--- config.mk ---
export PLATFORM = sky130hd
export DESIGN_NAME = multicycle_ctrl
export DESIGN_NICKNAME = d
export VERILOG_FILES = /design/src/rtl/multicycle_ctrl_pkg.sv /design/src/rtl/multicycle_ctrl_decode.sv /design/src/rtl/multicycle_ctrl.sv
export SDC_FILE = /design/constraint.sdc
export NUM_CORES = 1
export LEC_CHECK = 0
export ABC_AREA = 0
export CAP_MARGIN = 20
export CORE_MARGIN = 2
export CORE_UTILIZATION = 41
export CTS_CLUSTER_DIAMETER = 80
export DETAILED_ROUTE_END_ITERATION = 7
export HOLD_SLACK_MARGIN = 0.02
export PLACE_DENSITY = 0.9
export SYNTH_ARGS = -nofsm -noshare
export SYNTH_HDL_FRONTEND = slang
export SYNTH_HIERARCHICAL = 1
export SYNTH_SLANG_ARGS = --single-unit
--- constraint.sdc ---
create_clock -name i_clk -period 3.73 [get_ports i_clk]
set_clock_uncertainty 0.15 [all_clocks]
set_input_delay 0.746 -clock i_clk [delete_from_list [all_inputs] [get_ports i_clk]]
set_output_delay 0.746 -clock i_clk [all_outputs]
set_load 0.01 [all_outputs]
--- src/rtl/multicycle_ctrl_pkg.sv ---
// Shared types and constants for the multi-cycle RV32I control unit:
// FSM states, instruction classes, ALU opcodes, write-back selects and trap causes.
package multicycle_ctrl_pkg;

    typedef enum logic [2:0] {
        StIdle,
        StFetch,
        StDecode,
        StExec,
        StMem,
        StWb,
        StTrap
    } ctrl_state_e;

    typedef enum logic [3:0] {
        ClsIllegal,
        ClsRAlu,
        ClsIAlu,
        ClsLui,
        ClsAuipc,
        ClsLoad,
        ClsStore,
        ClsBranch,
        ClsJal,
        ClsJalr
    } instr_cls_e;

    localparam logic [6:0] OpcOp     = 7'b0110011;
    localparam logic [6:0] OpcOpImm  = 7'b0010011;
    localparam logic [6:0] OpcLui    = 7'b0110111;
    localparam logic [6:0] OpcAuipc  = 7'b0010111;
    localparam logic [6:0] OpcLoad   = 7'b0000011;
    localparam logic [6:0] OpcStore  = 7'b0100011;
    localparam logic [6:0] OpcBranch = 7'b1100011;
    localparam logic [6:0] OpcJal    = 7'b1101111;
    localparam logic [6:0] OpcJalr   = 7'b1100111;

    localparam logic [3:0] AluAdd  = 4'b0000;
    localparam logic [3:0] AluSub  = 4'b0001;
    localparam logic [3:0] AluSll  = 4'b0010;
    localparam logic [3:0] AluSlt  = 4'b0011;
    localparam logic [3:0] AluSltu = 4'b0100;
    localparam logic [3:0] AluXor  = 4'b0101;
    localparam logic [3:0] AluSra  = 4'b0110;
    localparam logic [3:0] AluSrl  = 4'b0111;
    localparam logic [3:0] AluOr   = 4'b1000;
    localparam logic [3:0] AluAnd  = 4'b1001;

    localparam logic [1:0] WbAlu  = 2'b00;
    localparam logic [1:0] WbRsvd = 2'b01;
    localparam logic [1:0] WbPc   = 2'b10;
    localparam logic [1:0] WbLoad = 2'b11;

    localparam logic [1:0] CauseNone     = 2'b00;
    localparam logic [1:0] CauseIllegal  = 2'b01;
    localparam logic [1:0] CauseMisalign = 2'b10;
    localparam logic [1:0] CauseTimeout  = 2'b11;

    // alt selects SUB/SRA (instr bit 30) where the funct3 allows it.
    function automatic logic [3:0] alu_from_funct3(input logic [2:0] funct3, input logic alt);
        logic [3:0] op;
        case (funct3)
            3'b000:  op = alt ? AluSub : AluAdd;
            3'b001:  op = AluSll;
            3'b010:  op = AluSlt;
            3'b011:  op = AluSltu;
            3'b100:  op = AluXor;
            3'b101:  op = alt ? AluSra : AluSrl;
            3'b110:  op = AluOr;
            default: op = AluAnd;
        endcase
        return op;
    endfunction

endpackage

--- src/rtl/multicycle_ctrl_decode.sv ---
// Combinational instruction classifier: instr -> class, ALU opcode, unsigned-compare flag
// and illegal flag.
module ctrl_decode
    import multicycle_ctrl_pkg::*;
#(
    parameter int unsigned ALU_OP_W = 4
) (
    input  logic [31:0]         i_instr,
    output instr_cls_e          o_cls,
    output logic [ALU_OP_W-1:0] o_alu_opcode,
    output logic                o_br_unsign,
    output logic                o_illegal
);

    logic [6:0] w_opcode;
    logic [6:0] w_funct7;
    logic [2:0] w_funct3;
    logic [3:0] w_alu;
    logic       w_r_funct7_ok;
    logic       w_unused;

    assign w_opcode = i_instr[6:0];
    assign w_funct3 = i_instr[14:12];
    assign w_funct7 = i_instr[31:25];
    assign w_unused = ^{i_instr[24:15], i_instr[11:7]};

    // R-type only defines funct7 = 0, plus 0100000 for SUB and SRA.
    assign w_r_funct7_ok = (w_funct7 == 7'b0000000) ||
                           ((w_funct7 == 7'b0100000) &&
                            ((w_funct3 == 3'b000) || (w_funct3 == 3'b101)));

    always_comb begin
        o_cls       = ClsIllegal;
        w_alu       = AluAdd;
        o_br_unsign = 1'b0;
        case (w_opcode)
            OpcOp: begin
                o_cls       = w_r_funct7_ok ? ClsRAlu : ClsIllegal;
                w_alu       = alu_from_funct3(w_funct3, w_funct7[5]);
                o_br_unsign = (w_funct3 == 3'b011);
            end
            OpcOpImm: begin
                o_cls       = ClsIAlu;
                w_alu       = alu_from_funct3(w_funct3, (w_funct3 == 3'b101) && w_funct7[5]);
                o_br_unsign = (w_funct3 == 3'b011);
            end
            OpcLui:   o_cls = ClsLui;
            OpcAuipc: o_cls = ClsAuipc;
            OpcLoad:  o_cls = ClsLoad;
            OpcStore: o_cls = ClsStore;
            OpcBranch: begin
                o_cls       = ClsBranch;
                o_br_unsign = (w_funct3[2:1] == 2'b11);
            end
            OpcJal:   o_cls = ClsJal;
            OpcJalr:  o_cls = ClsJalr;
            default:  o_cls = ClsIllegal;
        endcase
    end

    assign o_illegal    = (o_cls == ClsIllegal);
    assign o_alu_opcode = ALU_OP_W'(w_alu);

endmodule

--- src/rtl/multicycle_ctrl.sv ---
// Multi-cycle RV32I control FSM with memory watchdog and sticky trap state.
// Define MISALIGN_TRAP_EN to trap on misaligned load/store/jump targets in EXEC.
module multicycle_ctrl
    import multicycle_ctrl_pkg::*;
#(
    parameter int unsigned MEM_TMO_CYCLES = 16,
    parameter int unsigned ALU_OP_W       = 4
) (
    input  logic                i_clk,
    input  logic                i_rst_n,
    input  logic [31:0]         i_instr,
    input  logic                i_mem_ready,
    input  logic                i_br_taken,
    input  logic [1:0]          i_alu_lsb,
    output logic                o_pc_wren,
    output logic                o_ir_wren,
    output logic                o_pc_sel,
    output logic                o_op1_sel,
    output logic                o_op2_sel,
    output logic [ALU_OP_W-1:0] o_alu_opcode,
    output logic                o_br_unsign,
    output logic                o_rd_wren,
    output logic                o_mem_rden,
    output logic                o_mem_wren,
    output logic [1:0]          o_wb_sel,
    output logic                o_trap,
    output logic [1:0]          o_trap_cause
);

    localparam int unsigned CntW = (MEM_TMO_CYCLES > 0) ? $clog2(MEM_TMO_CYCLES + 1) : 1;
    localparam logic [CntW-1:0] CntLast =
        (MEM_TMO_CYCLES > 0) ? CntW'(MEM_TMO_CYCLES - 1) : '0;

    ctrl_state_e         r_state;
    logic [CntW-1:0]     r_cnt;
    logic [1:0]          r_cause;

    instr_cls_e          w_cls;
    logic [ALU_OP_W-1:0] w_alu_op;
    logic                w_br_unsign;
    logic                w_illegal;
    logic                w_misalign;
    logic                w_mem_wait;
    logic                w_tmo;

    ctrl_decode #(
        .ALU_OP_W (ALU_OP_W)
    ) u_decode (
        .i_instr      (i_instr),
        .o_cls        (w_cls),
        .o_alu_opcode (w_alu_op),
        .o_br_unsign  (w_br_unsign),
        .o_illegal    (w_illegal)
    );

`ifdef MISALIGN_TRAP_EN
    logic [2:0] w_funct3;
    assign w_funct3 = i_instr[14:12];

    // funct3[1:0]: 10 = word, 01 = half (signed or unsigned), 00 = byte.
    always_comb begin
        w_misalign = 1'b0;
        if (r_state == StExec) begin
            case (w_cls)
                ClsLoad, ClsStore: begin
                    if (w_funct3[1:0] == 2'b10)      w_misalign = |i_alu_lsb;
                    else if (w_funct3[1:0] == 2'b01) w_misalign = i_alu_lsb[0];
                end
                ClsJal, ClsJalr: w_misalign = i_alu_lsb[1];
                ClsBranch:       w_misalign = i_br_taken & i_alu_lsb[1];
                default:         w_misalign = 1'b0;
            endcase
        end
    end
`else
    logic w_unused_lsb;
    assign w_unused_lsb = ^i_alu_lsb;
    assign w_misalign   = 1'b0;
`endif

    assign w_mem_wait = ((r_state == StFetch) || (r_state == StMem)) && !i_mem_ready;
    // A ready in the limit cycle wins because w_mem_wait is already low then.
    assign w_tmo = (MEM_TMO_CYCLES != 0) && w_mem_wait && (r_cnt == CntLast);

    always_ff @(posedge i_clk or negedge i_rst_n) begin
        if (!i_rst_n) begin
            r_state <= StIdle;
            r_cnt   <= '0;
            r_cause <= CauseNone;
        end else begin
            case (r_state)
                StIdle: begin
                    r_state <= StFetch;
                    r_cnt   <= '0;
                end
                StFetch: begin
                    if (i_mem_ready) begin
                        r_state <= StDecode;
                    end else if (w_tmo) begin
                        r_state <= StTrap;
                        r_cause <= CauseTimeout;
                    end else begin
                        r_cnt <= r_cnt + CntW'(1);
                    end
                end
                StDecode: begin
                    if (w_illegal) begin
                        r_state <= StTrap;
                        r_cause <= CauseIllegal;
                    end else begin
                        r_state <= StExec;
                    end
                end
                StExec: begin
                    if (w_misalign) begin
                        r_state <= StTrap;
                        r_cause <= CauseMisalign;
                    end else begin
                        case (w_cls)
                            ClsRAlu, ClsIAlu, ClsLui, ClsAuipc: r_state <= StWb;
                            ClsLoad, ClsStore: begin
                                r_state <= StMem;
                                r_cnt   <= '0;
                            end
                            default: begin
                                r_state <= StFetch;
                                r_cnt   <= '0;
                            end
                        endcase
                    end
                end
                StMem: begin
                    if (i_mem_ready) begin
                        r_state <= (w_cls == ClsLoad) ? StWb : StFetch;
                        r_cnt   <= '0;
                    end else if (w_tmo) begin
                        r_state <= StTrap;
                        r_cause <= CauseTimeout;
                    end else begin
                        r_cnt <= r_cnt + CntW'(1);
                    end
                end
                StWb: begin
                    r_state <= StFetch;
                    r_cnt   <= '0;
                end
                StTrap:  r_state <= StTrap;
                default: r_state <= StIdle;
            endcase
        end
    end

    always_comb begin
        o_pc_wren    = 1'b0;
        o_ir_wren    = 1'b0;
        o_pc_sel     = 1'b0;
        o_op1_sel    = 1'b0;
        o_op2_sel    = 1'b0;
        o_alu_opcode = '0;
        o_br_unsign  = 1'b0;
        o_rd_wren    = 1'b0;
        o_mem_rden   = 1'b0;
        o_mem_wren   = 1'b0;
        o_wb_sel     = WbAlu;
        o_trap       = 1'b0;
        o_trap_cause = r_cause;

        // ALU controls stay stable from EXEC through WB so MEM address and WB result hold.
        // LUI relies on the datapath forcing rs1 to x0 for that opcode.
        if ((r_state == StExec) || (r_state == StMem) || (r_state == StWb)) begin
            o_alu_opcode = w_alu_op;
            o_br_unsign  = w_br_unsign;
            o_op1_sel    = (w_cls == ClsAuipc) || (w_cls == ClsBranch) || (w_cls == ClsJal);
            o_op2_sel    = (w_cls != ClsRAlu);
        end

        case (r_state)
            StFetch: begin
                o_mem_rden = 1'b1;
                o_ir_wren  = i_mem_ready;
                o_pc_wren  = i_mem_ready;
            end
            StExec: begin
                if (!w_misalign) begin
                    case (w_cls)
                        ClsBranch: begin
                            o_pc_wren = i_br_taken;
                            o_pc_sel  = i_br_taken;
                        end
                        ClsJal, ClsJalr: begin
                            o_rd_wren = 1'b1;
                            o_wb_sel  = WbPc;
                            o_pc_wren = 1'b1;
                            o_pc_sel  = 1'b1;
                        end
                        default: o_pc_wren = 1'b0;
                    endcase
                end
            end
            StMem: begin
                o_mem_rden = (w_cls == ClsLoad);
                o_mem_wren = (w_cls == ClsStore);
            end
            StWb: begin
                o_rd_wren = 1'b1;
                o_wb_sel  = (w_cls == ClsLoad) ? WbLoad : WbAlu;
            end
            StTrap:  o_trap = 1'b1;
            default: o_trap = 1'b0;
        endcase
    end

endmodule
==> qor.txt <==
Worst r2r path cells - 6
Hold Path Class - reg -> reg
Worst slew pin tran - 0.714 ns
Largest net degree at the start of global routing - 19
Most instantiated library cell after synthesis - nor2_1
Crit. End Element - primary output
Routed wire length - 3320 um
Yosys top cell by area - dfrtp_1
Buf+Inv Stages, Crit Path - 2
Core footprint - 0.00273 mm2
Crit path max-delay family - simple AND/OR/NAND/NOR gates
Seq/Total Area, Yosys - 21.2%
Status - completed
PortBufs - 38
Vias in the first global route - 1,262
Power Density - 345 mW/mm2
Main synth FF type - dfrtp_1
H-tree levels - 1
Via count - 1,393
Area Overhead vs Synth - 53.4%
WP depth - 8
Post-DP HPWL - 2530 um
Slowest-stage cell, CP - or4b_4
Residual DRC count - 0
Cell Chain, Critical Path - dlygate4sd2_1 > or4b_4 > nor4_4 > a31o_2 > nand3b_1 > or3_4 > a21oi_2 > buf_2
Initial antenna violation count - 0
Startpoint type of the worst setup path - primary input
Fin crit period - 3.65 ns
First-pass GRT wire length - 5450 um
Clk slew on worst S/H paths - 0.07 ns
Fin. Hold Viols - 0
WL/cell - 13.5 um
Ant. Diodes - 0
Starting Density - 43.1%
Finished Core Util - 66.1%
Max Slew Vio Count - 0
Setup CP Type - in -> out
CTS tree - built
Slew HR - 52.1%
Setup WS post-layout - 0.0761 ns
Tot GR Track Use - 20.2%
Synth top cells by count - nor2_1 (15), a21oi_1 (12), dfrtp_1 (10)
Tcrit/Tclk final - 98.0%
Worst Hold Depth - 1
Yosys cell types - 52
Layout filler cell count - 221
Critical Path AT - 2.76 ns
Clk_lat worst skew - 0.27 ns
Mapped Area - 0.00118 mm2
Syn nets - 196
Synthesized instance count - 156
Final ANT Viol Nets - 0
Setup Viol. Count Final - 0
Main area contributors after synthesis - dfrtp_1 (21%), a21oi_1 (5.1%), nor2_1 (4.8%)
GPL Wtd Cong - 0.804
Worst vdd ir - 0.000453 V
Die area - 0.00332 mm2
Dpl ws - -0.461 ns
Die Width - 57.6 um
Max Clock Freq - 0.274 GHz
I/O pin cnt - 56
Final instance area - 0.00181 mm2
Max FO, Critical Path - 2
Max incr delay on CP - 0.49 ns
Num CTS Buffers - 3
Hold Buf Count CTS - 0
Drt pass-1 iters - 4
Dpl cells - 238
Post-synth ARST share - 100%
RSZ-0062 raised after global routing - yes
Synth top area share - 21.2%
Number of synthesized register bits - 10
Setup Total Neg Slack - 0 ns
Nets - 256
Number of DRC markers in iteration 0 - 60
Share of cells above drive strength 1 - 25.1%
Sink Count - 10
Critical Path RT - 2.83 ns
Static Leak - 0.845 nW
EDFF count, synth - 0
Max-cap violations - 0
Final std cells w/o fill - 246
CTS Root Cell - clkbuf_4
Area after DPL - 0.00171 mm2
Via density - 5.66
Row cnt - 19
Die H - 57.6 um
CTS max path bufs - 2
Mean Syn Cell Area - 7.56 um2
Grt total ovfl - 0
Yosys warning count - 6
timing repair:
item                                    in CTS  in global routing
pin swaps                                    7                  7
buffers inserted                             0                  4
endpoints found under the setup margin      10                  5
gates resized for setup                     41                 12
sequential cells by signal, indices dropped and copies added (netlist names):
register      flops
o_trap_cause      2
r_cnt             5
r_state           3
cell usage in the layout, fill, tap and decap left out, drive strengths merged, types with 2 or more instances in the layout:
master,count
or3,6
o21ai,6
dlymetal6s2s,5
nor3b,2
nand3,3
mux2i,2
nor3,7
clkbuf,5
and3b,2
and2,5
o221ai,2
nor4b,2
clkdlybuf4s15,2
dlygate4sd2,5
xor2,3
and3,3
a31oi,5
nor4,3
ha,2
buf,34
o22ai,2
inv,8
a21oi,13
nand2,5
nand2b,8
a211oi,3
nand3b,5
nor2,15
clkdlybuf4s50,19
dfrtp,10
nor2b,5
worst paths after layout:
| kind | startpoint | endpoint | slack (ns) |
|---|---|---|---|
| min in group asynchronous | i_rst_n | r_cnt[3] | 0.64 |
| hold reg to reg | o_trap_cause[0] | o_trap_cause[0] | 0.33 |
| max in group asynchronous | i_rst_n | r_state[0] | 2.48 |
| hold / removal | o_trap_cause[0] | o_trap_cause[0] | 0.33 |
| setup / recovery | i_instr[31] | o_mem_rden | 0.08 |
| setup reg to reg | r_cnt[0] | r_cnt[3] | 1.43 |
power breakdown:
group	total, mW	switching, mW	internal (mW)	leakage (nW)
sequential	0.197	0.0619	0.135	0.128
clock	0.0991	0.0398	0.0593	0.0210
combinational	0.328	0.175	0.153	0.695
total	0.624	0.277	0.347	0.845
cell type report:
| cell class | count | area (um2) | share of cell area [%] |
|---|---|---|---|
| multi-input cells | 127 | 887 | 49.1 |
| repair buffers | 66 | 566 | 31.3 |
| flip-flops and latches | 10 | 250 | 13.8 |
| well taps | 31 | 38.8 | 2.15 |
| clock buffers | 4 | 36.3 | 2.01 |
| inverters | 8 | 30.0 | 1.66 |
per-layer routing:
| layer | global-route usage [%] | routed length [um] | share of wire [%] |
|---|---|---|---|
| met1 | 26.3 | 1380 | 41 |
| met2 | 35.7 | 1740 | 53 |
| met3 | 2.90 | 183 | 5.5 |
| met4 | 3.99 | 15 | 0.45 |
| met5 | 0 | 0 | 0 |
metrics by stage:
stage	total power [mW]	hold slack [ns]
6_report	0.624	0.329
5_1_grt	0.668	0.360
4_1_cts	0.620	0.334
3_5_place_dp	0.529	0.317
3_3_place_gp	0.514	0.311
2_1_floorplan	0.398	0.300
logic make-up after synthesis:
| kind of cell | after synthesis | synth area share, % |
|---|---|---|
| AO/OA/AOI/OAI | 43 | 24.7 |
| XOR/XNOR | 4 | 2.97 |
| adder cells (fa/ha/maj) | 2 | 2.12 |
| buffers and inverters | 19 | 8.17 |
| flip-flops | 10 | 21.2 |
| multiplexers | 3 | 2.65 |
| AND/OR/NAND/NOR | 75 | 38.1 |
worst reg2reg max path, delay by kind of cell, from the launching register on:
kind	cells	cell delay, ns
simple gates	3	0.96
flops	1	0.42
fa+ha+maj	2	0.48
compound gates	1	0.21
Note: power is estimated with default switching activity, not from simulation.
